**src/rtl/uart_tx_frame.sv**
```systemverilog
// -----------------------------------------------------------------------------
// uart_tx_frame
//
// Parametrised UART transmitter. Serialises one word per frame as
//   start(0) | data LSB first | optional parity | 1 or 2 stop bits (1)
// Each bit is held for CLKS_PER_BIT cycles of i_clk_tx.
//
// A one-entry holding register sits behind a valid/ready handshake. It is
// emptied when its word moves into the shift register at the start of a frame.
// If a word is already waiting when a frame's final stop bit ends, the next
// start bit follows immediately, so an upstream source can stream words with
// no idle cycles between frames.
//
// Parameters
//   DATA_BITS    : data bits per frame, 5..9
//   CLKS_PER_BIT : clock cycles per bit, >= 2
//   PARITY_EN    : 1 inserts a parity bit after the data bits
//   PARITY_ODD   : 0 = even parity, 1 = odd parity (ignored when PARITY_EN = 0)
//   STOP_BITS    : 1 or 2
//
// Ports
//   i_clk_tx : single clock, rising edge
//   i_reset  : synchronous active-high reset
//   i_data   : word to send, sampled only on an accepted handshake
//   i_valid  : upstream has a word
//   o_ready  : holding register empty (forced low during reset)
//   o_txd    : registered serial line, idles high
//   o_busy   : FSM not idle, or holding register full
//   o_done   : one-cycle pulse in the last cycle of the final stop bit
// -----------------------------------------------------------------------------
module uart_tx_frame #(
   parameter int unsigned DATA_BITS    = 8,
   parameter int unsigned CLKS_PER_BIT = 16,
   parameter int unsigned PARITY_EN    = 0,
   parameter int unsigned PARITY_ODD   = 0,
   parameter int unsigned STOP_BITS    = 1
) (
   input  logic                 i_clk_tx,
   input  logic                 i_reset,
   input  logic [DATA_BITS-1:0] i_data,
   input  logic                 i_valid,
   output logic                 o_ready,
   output logic                 o_txd,
   output logic                 o_busy,
   output logic                 o_done
);

   localparam int unsigned CNT_W = $clog2(CLKS_PER_BIT);
   localparam int unsigned BIT_W = $clog2(DATA_BITS);

   localparam logic [2:0] S_IDLE   = 3'd0;
   localparam logic [2:0] S_START  = 3'd1;
   localparam logic [2:0] S_DATA   = 3'd2;
   localparam logic [2:0] S_PARITY = 3'd3;
   localparam logic [2:0] S_STOP   = 3'd4;

   localparam logic [CNT_W-1:0] BAUD_LAST = CNT_W'(CLKS_PER_BIT - 1);
   localparam logic [BIT_W-1:0] DATA_LAST = BIT_W'(DATA_BITS - 1);
   localparam logic [BIT_W-1:0] STOP_LAST = BIT_W'(STOP_BITS - 1);
   localparam logic             PAR_EN    = (PARITY_EN != 0);
   localparam logic             PAR_ODD   = (PARITY_ODD != 0);

   // State
   logic [2:0]           state_q, state_d;
   logic [CNT_W-1:0]     baud_q, baud_d;
   logic [BIT_W-1:0]     bit_q, bit_d;
   logic [DATA_BITS-1:0] shift_q, shift_d;
   logic                 parity_q, parity_d;
   logic [DATA_BITS-1:0] hold_q, hold_d;
   logic                 hold_full_q, hold_full_d;
   logic                 txd_q, txd_d;
   logic                 done_q, done_d;

   logic accept;
   logic baud_end;
   logic load;

   assign o_ready  = ~hold_full_q & ~i_reset;
   assign accept   = i_valid & o_ready;
   assign baud_end = (baud_q == BAUD_LAST);

   // Next-state logic. The baud counter free-runs within a bit and is forced
   // back to zero on every bit boundary and every state entry.
   always_comb begin
      state_d     = state_q;
      baud_d      = baud_q + CNT_W'(1);
      bit_d       = bit_q;
      shift_d     = shift_q;
      parity_d    = parity_q;
      hold_d      = hold_q;
      hold_full_d = hold_full_q;
      load        = 1'b0;

      if (accept) begin
         hold_d      = i_data;
         hold_full_d = 1'b1;
      end

      case (state_q)
         S_IDLE: begin
            baud_d = '0;
            bit_d  = '0;
            if (hold_full_q) begin
               load = 1'b1;
            end
         end

         S_START: begin
            if (baud_end) begin
               state_d = S_DATA;
               baud_d  = '0;
               bit_d   = '0;
            end
         end

         S_DATA: begin
            if (baud_end) begin
               baud_d = '0;
               if (bit_q == DATA_LAST) begin
                  bit_d   = '0;
                  state_d = PAR_EN ? S_PARITY : S_STOP;
               end else begin
                  bit_d   = bit_q + BIT_W'(1);
                  shift_d = shift_q >> 1;
               end
            end
         end

         S_PARITY: begin
            if (baud_end) begin
               state_d = S_STOP;
               baud_d  = '0;
               bit_d   = '0;
            end
         end

         S_STOP: begin
            if (baud_end) begin
               baud_d = '0;
               if (bit_q == STOP_LAST) begin
                  bit_d = '0;
                  // A waiting word starts straight away: no idle gap.
                  if (hold_full_q) begin
                     load = 1'b1;
                  end else begin
                     state_d = S_IDLE;
                  end
               end else begin
                  bit_d = bit_q + BIT_W'(1);
               end
            end
         end

         default: begin
            state_d = S_IDLE;
            baud_d  = '0;
            bit_d   = '0;
         end
      endcase

      // Moving the held word into the shift register frees the holding slot.
      // accept and load never coincide: accept needs the slot empty, load full.
      if (load) begin
         state_d     = S_START;
         baud_d      = '0;
         bit_d       = '0;
         shift_d     = hold_q;
         parity_d    = (^hold_q) ^ PAR_ODD;
         hold_full_d = 1'b0;
      end
   end

   // Line and done are registered from the next-state values, so o_txd changes
   // on the same edge the FSM changes state (start bit one cycle after accept).
   always_comb begin
      case (state_d)
         S_START:  txd_d = 1'b0;
         S_DATA:   txd_d = shift_d[0];
         S_PARITY: txd_d = parity_d;
         default:  txd_d = 1'b1;
      endcase
      done_d = (state_d == S_STOP) && (bit_d == STOP_LAST) && (baud_d == BAUD_LAST);
   end

   always_ff @(posedge i_clk_tx) begin
      if (i_reset) begin
         state_q     <= S_IDLE;
         baud_q      <= '0;
         bit_q       <= '0;
         shift_q     <= '0;
         parity_q    <= 1'b0;
         hold_q      <= '0;
         hold_full_q <= 1'b0;
         txd_q       <= 1'b1;
         done_q      <= 1'b0;
      end else begin
         state_q     <= state_d;
         baud_q      <= baud_d;
         bit_q       <= bit_d;
         shift_q     <= shift_d;
         parity_q    <= parity_d;
         hold_q      <= hold_d;
         hold_full_q <= hold_full_d;
         txd_q       <= txd_d;
         done_q      <= done_d;
      end
   end

   assign o_txd  = txd_q;
   assign o_done = done_q;
   assign o_busy = (state_q != S_IDLE) | hold_full_q;

endmodule

```
**config.mk**
```make
export PLATFORM = sky130hd
export DESIGN_NAME = uart_tx_frame
export DESIGN_NICKNAME = d
export VERILOG_FILES = /design/src/rtl/uart_tx_frame.sv
export SDC_FILE = /design/constraint.sdc
export NUM_CORES = 1
export LEC_CHECK = 0
export CORE_AREA = 2 2 54 56
export CTS_CLUSTER_DIAMETER = 30
export DETAILED_ROUTE_END_ITERATION = 12
export DIE_AREA = 0 0 56 58
export GPL_TIMING_DRIVEN = 0
export PLACE_DENSITY = 0.77
export SYNTH_ARGS = -nofsm -noshare
export SYNTH_HDL_FRONTEND = slang
export SYNTH_SLANG_ARGS = --single-unit
```
**constraint.sdc**
```tcl
create_clock -name i_clk_tx -period 4.35 [get_ports i_clk_tx]
set_clock_uncertainty 0.2 [all_clocks]
set_input_delay 0.87 -clock i_clk_tx [delete_from_list [all_inputs] [get_ports i_clk_tx]]
set_output_delay 0.87 -clock i_clk_tx [all_outputs]
set_load 0.005 [all_outputs]
```
; Yosys cells after proc, flatten, opt, wreduce, memory -nomap -nowiden
; Cells that the tools add are included.
[totals]
reg_bits = 30
latch_bits = 0
ram_bits = 0
mem_bits_ro = 0
input_bits = 11
out_inout_bits = 4
memories = 0
[classes]
addsub = 2
n_mul = 0
div = 0
n_lt_le_gt_ge = 0
n_eq_ne = 12
n_shift = 0
n_mux = 29
n_bitwise = 5
n_reduce_logical = 13
[op_table]
columns = op, count
row1 = two-way mux 3 bit, 14
row2 = two-way mux 8 bit, 4
row3 = one-hot mux 3 bit (5 select lines), 1
row4 = == test 3 x 2 -> 1 bit (second input constant), 4
row5 = two-way mux 4 bit, 3
row6 = == test 3 bit (second input constant), 3
row7 = logical NOT 3 bit, 3
row8 = one-hot mux 3 bit (3 select lines), 1
row9 = == test 4 bit (second input constant), 2
row10 = parity 8 bit, 1
row11 = == test 3 x 1 -> 1 bit (second input constant), 2
row12 = adder 4 x 1 -> 4 bit (second input constant), 1
row13 = two-way mux 1 bit, 4
row14 = nonzero test 2 bit, 2
row15 = OR reduction 2 bit, 2
row16 = OR reduction 4 bit, 1
row17 = adder 3 x 1 -> 3 bit (second input constant), 1
row18 = one-hot mux 1 bit (3 select lines), 1
row19 = AND reduction 3 bit, 1
row20 = nonzero test 3 bit, 1
row21 = bitwise AND 1 bit, 2
row22 = logical AND 1 bit, 2
row23 = inequality test 2 bit (second input constant), 1
row24 = inverter 1 bit, 2
row25 = other kinds (2), 2

; Depth between registers and ports, before layout
; Gate-level depths: netlist (run 1).
[logic_depth]
ltp_word = 8
depth_mapped = 8
depth_no_buf = 7

; Least setup slack after synthesis (run 1)
; OpenSTA, ideal clock, no wires.
[synth_timing]
path_type = input-to-output
from = input i_reset
to = output o_ready
t_arrival_ns = 1.493
required_ns = 3.280
slack_ns = 1.787
stages = 3
path_buffers = 2
path_cell_list = clkbuf_1 buf_1 nor2_1
[synth_between]
elab_chain_len = 2
[synth_rtl]
columns = item, line_no
row1 = from (decl), 39  ; input logic i_reset,
row2 = inverter 1 bit, 78  ; assign o_ready = ~hold_full_q & ~i_reset;
row3 = bitwise AND 1 bit, 78
row4 = to (decl), 42  ; output logic o_ready,
; Every way passes these cells.

; Worst setup path in the final report (run 1)
; Ends and elaborated chain as after synthesis.

==> results.json, run 1 <==
{
  "maxCapViolations": 0,
  "grt_pass1_vias": 1238,
  "vdd_ir_drop_max_mv": 0.374,
  "postLayoutCoreUtil_pct": 66.6,
  "crit_path_max_fanout": 10,
  "fillers": 235,
  "cts_resized": 0,
  "cp-end-kind": "output pin",
  "rows": 19,
  "syn_area_per_cell_um2": 8.74,
  "p_per_area_mw_per_mm2": 387,
  "vias": 1313,
  "synth_ff_type": "dfxtp_1",
  "cts_root_buf": "clkbuf_4",
  "grt_first_pass_wirelength_mm": 5.72,
  "syn_to_final_growth_pct": 18.8,
  "grt_use_total_pct": 22.5,
  "dieArea_mm2": 0.00325,
  "die_h_um": 58,
  "cp_data_required_time_ns": 3.28,
  "min_path_type": "reg2reg",
  "worst_slew_pin_slew_ns": 0.578,
  "cts_hold_buf": 0,
  "synth_edf_count": 0,
  "yosysWarnings": 0,
  "ys_types": 41,
  "start_kind": "input pin",
  "status": "finished clean",
  "drc": 0,
  "cts.clk_slew.worst_paths_ns": 0.10,
  "seqCellArea_um2": 601,
  "cts_setup_buffers": 0,
  "grt_max_degree": 11,
  "max-slew-margin-rel_pct": 61.5,
  "rsz0062_at_grt": "false",
  "cts_buffer_depth": 2,
  "multi_input_area_um2": 832,
  "drive_gt1_share_pct": 9.90,
  "synth_cells": 171,
  "cts_tree": "done",
  "antenna_found_initial": 0,
  "cts_inserted_buffers": 5,
  "final_antenna_net_count": 0,
  "final.min_clock_period_ns": 3.37,
  "clock_latency_ns": 0.33,
  "core_mm2": 0.00266,
  "ys_seq_area_share_pct": 40.2,
  "arrival_ns": 2.30,
  "setup_ws_ns": 0.983,
  "drt-total-wl_mm": 3.35,
  "tns_ns": 0,
  "initial_core_util_pct": 56.1,
  "wl_per_cell_um": 15.0,
  "gp_congestion": 0.761,
  "h-tree-depth": 2,
  "syn-cell-area_mm2": 0.00149,
  "fin_nets": 206,
  "viasPerCell": 5.89,
  "dp_hpwl_mm": 2.41,
  "drt_iter0_drc": 37,
  "synth_nets": 186,
  "min_period_over_period_pct": 77.4,
  "io_buffer_count": 13,
  "io_pins": 15,
  "overflow": 0,
  "ys_async_sr_fraction_pct": 0,
  "criticalPathCategory": "in2out",
  "num_antenna_cells": 0,
  "yosys_register_bits": 30,
  "hold_violations": 0,
  "setup_viol": 0,
  "drv_slew": 0,
  "max_freq_mhz": 297,
  "leakagePower_uw": 0.000663,
  "drt_pass1_iterations": 4,
  "post-place-ws_ns": 1.00,
  "cts_sinks": 30,
  "die_w_um": 56
}
## synth_stat cells (2+ instances only)
| master | instances | share of area (%) |
|---|---|---|
| a211oi_1 | 3 | 1.5 |
| clkbuf_1 | 4 | 1.0 |
| and3_1 | 2 | 0.84 |
| or3_1 | 2 | 0.84 |
| a311oi_1 | 8 | 4.7 |
| nor2_1 | 27 | 6.8 |
| xnor2_1 | 9 | 5.3 |
| mux2i_1 | 8 | 5.4 |
| inv_1 | 4 | 1.0 |
| buf_2 | 4 | 1.3 |
| nand3_1 | 10 | 3.4 |
| o21ai_0 | 2 | 0.67 |
| nor3_1 | 4 | 1.3 |
| nor4_1 | 2 | 0.84 |
| nand2_1 | 15 | 3.8 |
| a21oi_1 | 6 | 2.0 |
| nor2b_1 | 3 | 1.3 |
| and2_1 | 2 | 0.84 |
| nor3b_1 | 2 | 1.0 |
| dfxtp_1 | 30 | 40 |
| ha_1 | 4 | 3.4 |
## routing by layer
metal / up-vias / global-route usage (%) / part of all wire, %
met5: - / 0 / 0
met4: 0 / 6.12 / 1.6
met3: 6 / 6.70 / 3.7
met2: 35 / 36.5 / 48
met1: 627 / 29.6 / 46
li1: 645 / - / -
## power breakdown
part	internal, µW	switching [µW]
Combinational	42.6	40.1
Sequential	291	14.0
Clock	195	104
## registers in the layout, summed over array words and instances, names as in the netlist, 3 cells and up
name	cells
baud_q	4
bit_q	3
hold_q	8
shift_q	8
state_q	3
## cell type report
type | instances | share of cell area (%)
buffer | 10 | 2.61
clock inverter | 2 | 3.39
inverter | 4 | 0.846
tap | 31 | 2.19
clock buffer | 6 | 2.89
timing repair buffer | 13 | 7.33
multi-input combinational | 127 | 46.9
sequential | 30 | 33.9
## logic make-up after synthesis
logic type,share of synthesized area (%)
AO/OA/AOI/OAI,14.2
flip-flops,40.2
multiplexers,5.36
buffers and inverters,4.10
XOR/XNOR,7.12
AND/OR/NAND/NOR,25.6
adder cells (fa/ha/maj),3.35
## per-stage QoR
stage	std cells	power (µW)	instance area (µm²)	hold WS [ns]
floorplan	171	364	1490	0.248
global placement	215	389	1660	0.265
detailed placement	215	392	1660	0.268
CTS	223	689	1770	0.283
global route	223	713	1770	0.319
finish	223	686	1770	0.280
## cell usage in the layout (no fill, tap or decap), types with 3 or more instances in the layout
cell             netlist  routed
mux2i_1                8       8
clkbuf_1               4       4
a311oi_1               8       8
inv_1                  4       4
buf_2                  4       4
ha_1                   4       4
clkbuf_4               0       5
xnor2_1                9       9
nor2_1                27      27
nor2b_1                3       3
a21oi_1                6       6
nor3_1                 4       4
nand2_1               15      15
dfxtp_1               30      30
a211oi_1               3       3
clkdlybuf4s50_1        0      13
nand3_1               10      10
## critical path, cell delays in order
cell and delay (ns):
clkbuf_1 0.32, buf_1 0.51, nor2_1 0.12, clkdlybuf4s50_1 0.48
## final timing paths
check / from / endpoint / slack (ns) / cells past startpoint
worst max-delay path: i_reset / o_ready / 0.98 / 4
worst min-delay path: shift_q[7] / shift_q[7] / 0.28 / 2
worst max register to register: bit_q[0] / o_txd / 1.99 / 7
worst min register to register: shift_q[7] / shift_q[7] / 0.28 / 2
Note: power is estimated with default switching activity, not from simulation.
==> inputs of run 2 (changes only) <==
- CORE_AREA: 2 2 54 56 -> 2 2 56 58
- DIE_AREA: 0 0 56 58 -> 0 0 58 60
- PLACE_DENSITY: 0.77 -> 0.72
- clock period: 4.35 -> 3.2 ns (I/O delays scaled with it)
==> run 2 against run 1 <==
  * Clock power down 20%
  * Design area fell by 2.8%
  * Global-route usage is 2.9 points lower
==> results.json, run 2 (synthesis gave the netlist of run 1 again) <==
{
  "status": "finished clean",
  "use_met1_pct": 20.7,
  "use_met3_pct": 5.63,
  "arrival_ns": 2.02,
  "cts_hold_buf": 0,
  "wl_per_cell_um": 13.8,
  "antenna_found_initial": 0,
  "worst_r2r_path_depth": 7,
  "hold_slack_ns": 0.293,
  "path_delay_family": "buffers and inverters",
  "cts_resized": 0,
  "critPathBufInv": 3,
  "cts_root_buf": "clkbuf_4",
  "min_period_over_period_pct": 89.4,
  "setup_ws_ns": 0.339,
  "viasPerCell": 5.75,
  "min_path_type": "reg2reg",
  "cp-end-kind": "output pin",
  "core_mm2": 0.00290,
  "die_h_um": 60,
  "worst_slew_pin_slew_ns": 0.562,
  "ff2ff_setup_slack_ns": 0.94,
  "gp_congestion": 0.855,
  "post_dp_cell_area_mm2": 0.00167,
  "max_freq_mhz": 349,
  "h-tree-depth": 2,
  "cp_data_required_time_ns": 2.36,
  "largestRegisters": "hold_q (8), shift_q (8), baud_q (4)",
  "maxCapViolations": 0,
  "slowest_delay_ns": 0.49,
  "initial_core_util_pct": 51.5,
  "layout_commonest_cell": "dfxtp_1",
  "final_cell_mix": "30 x dfxtp_1, 27 x nor2_1, 15 x nand2_1",
  "final.min_clock_period_ns": 2.86,
  "tns_ns": 0,
  "hold_violations": 0,
  "grt_max_degree": 11,
  "drv_slew": 0,
  "cts_tree": "done",
  "post-place-ws_ns": 0.337,
  "vias": 1294,
  "io_buffer_count": 13,
  "setup_viol": 0,
  "cts_sinks": 30,
  "drt_pass1_iterations": 4,
  "rows": 20,
  "criticalPathCategory": "in2out",
  "grt_use_total_pct": 19.7,
  "gr-max-usage-layer": "met2",
  "drc": 0,
  "start_kind": "input pin",
  "worstHoldStart": "hold_q[7]",
  "dp_hpwl_mm": 2.34,
  "fin_area_mm2": 0.00173,
  "hold-path-cell-count": 2,
  "fin_nets": 206,
  "drt_iter0_drc": 47,
  "drt-total-wl_mm": 3.11,
  "crit_slowest_cell": "buf_1",
  "rsz0062_at_grt": "false",
  "vdd_ir_drop_max_mv": 0.326,
  "crit_chain": "clkbuf_1, buf_1, nor2_1, clkdlybuf4s50_1",
  "cts_inserted_buffers": 5,
  "syn_to_final_growth_pct": 15.5,
  "cts_buffer_depth": 2,
  "multi_input_area_um2": 832,
  "fillers": 272,
  "overflow": 0,
  "grt_first_pass_wirelength_mm": 5.08,
  "max-slew-margin-rel_pct": 62.5,
  "drive_gt1_share_pct": 9.38,
  "gr-usage-met2_pct": 34.4,
  "whs_endpoint": "shift_q[7]",
  "crit_path_max_fanout": 10,
  "num_antenna_cells": 0,
  "die_w_um": 58,
  "final_antenna_net_count": 0,
  "seqCellArea_um2": 601,
  "dieArea_mm2": 0.00348,
  "r2r-start": "bit_q[0]",
  "grt_pass1_vias": 1204,
  "cts.clk_slew.worst_paths_ns": 0.09,
  "io_pins": 15,
  "leakagePower_uw": 0.000640,
  "cts_setup_buffers": 0,
  "clock_latency_ns": 0.33,
  "p_per_area_mw_per_mm2": 442,
  "r2r_end": "o_txd"
}
run 2: cell types whose count changed in the layout (fill, tap and decap cells not counted), sizes merged:
cell	previous run	this run
bufinv	2	0
clkbuf	10	11
clkinv	0	1
run 2: through the flow:
stage | util (%) | power [µW] | cells
after CTS | 59.4 | 766 | 225
after global placement | 57.4 | 529 | 217
after global routing | 59.4 | 793 | 225
after detailed placement | 57.4 | 534 | 217
after floorplan | - | 495 | 171
final | 59.4 | 762 | 225
run 2: worst reg2reg max path, stage by stage, from the launching register on:
cell	delay [ns]
dfxtp_1	0.36
ha_1	0.21
ha_1	0.21
nor4b_2	0.25
nand2_1	0.26
o32a_1	0.23
a211oi_1	0.26
o311ai_1	0.12
run 2: worst max-delay path by stage:
stage,from,end,slack [ns],depth (start not counted)
after global routing,i_reset,o_ready,0.25,4
final,i_reset,o_ready,0.34,4
after global placement,i_reset,o_ready,0.39,4
after detailed placement,i_reset,o_ready,0.34,4
after CTS,i_reset,o_ready,0.34,4
after floorplan,i_reset,o_ready,1.10,3
run 2: cell type report:
class                      count  share of cell area (%)
multi-input combinational    127                    48.2
inverter                       4                   0.870
tap                           33                    2.39
clock buffer                   7                    3.19
clock inverter                 1                   0.290
sequential                    30                    34.8
timing repair buffer          13                    7.54
buffer                        10                    2.68
run 2: where the power goes:
| part | total (µW) | internal [µW] | switching, µW | leakage (µW) |
|---|---|---|---|---|
| sequential | 413 | 395 | 18.4 | 0.000245 |
| combinational | 111 | 57.8 | 53.3 | 0.000359 |
| clock | 238 | 106 | 131 | 0.0000353 |
run 2: routing by layer:
| metal | part of all wire [%] | vias up |
|---|---|---|
| met4 | 3.3 | 0 |
| met1 | 43 | 601 |
| li1 | - | 648 |
| met5 | 0 | - |
| met3 | 4.3 | 12 |
| met2 | 50 | 33 |
==> inputs of run 3 (changes only) <==
- SLEW_MARGIN: default -> 10
==> results of run 3 <==
Same layout as run 2: the final DEF is identical, and so are final timing and power.
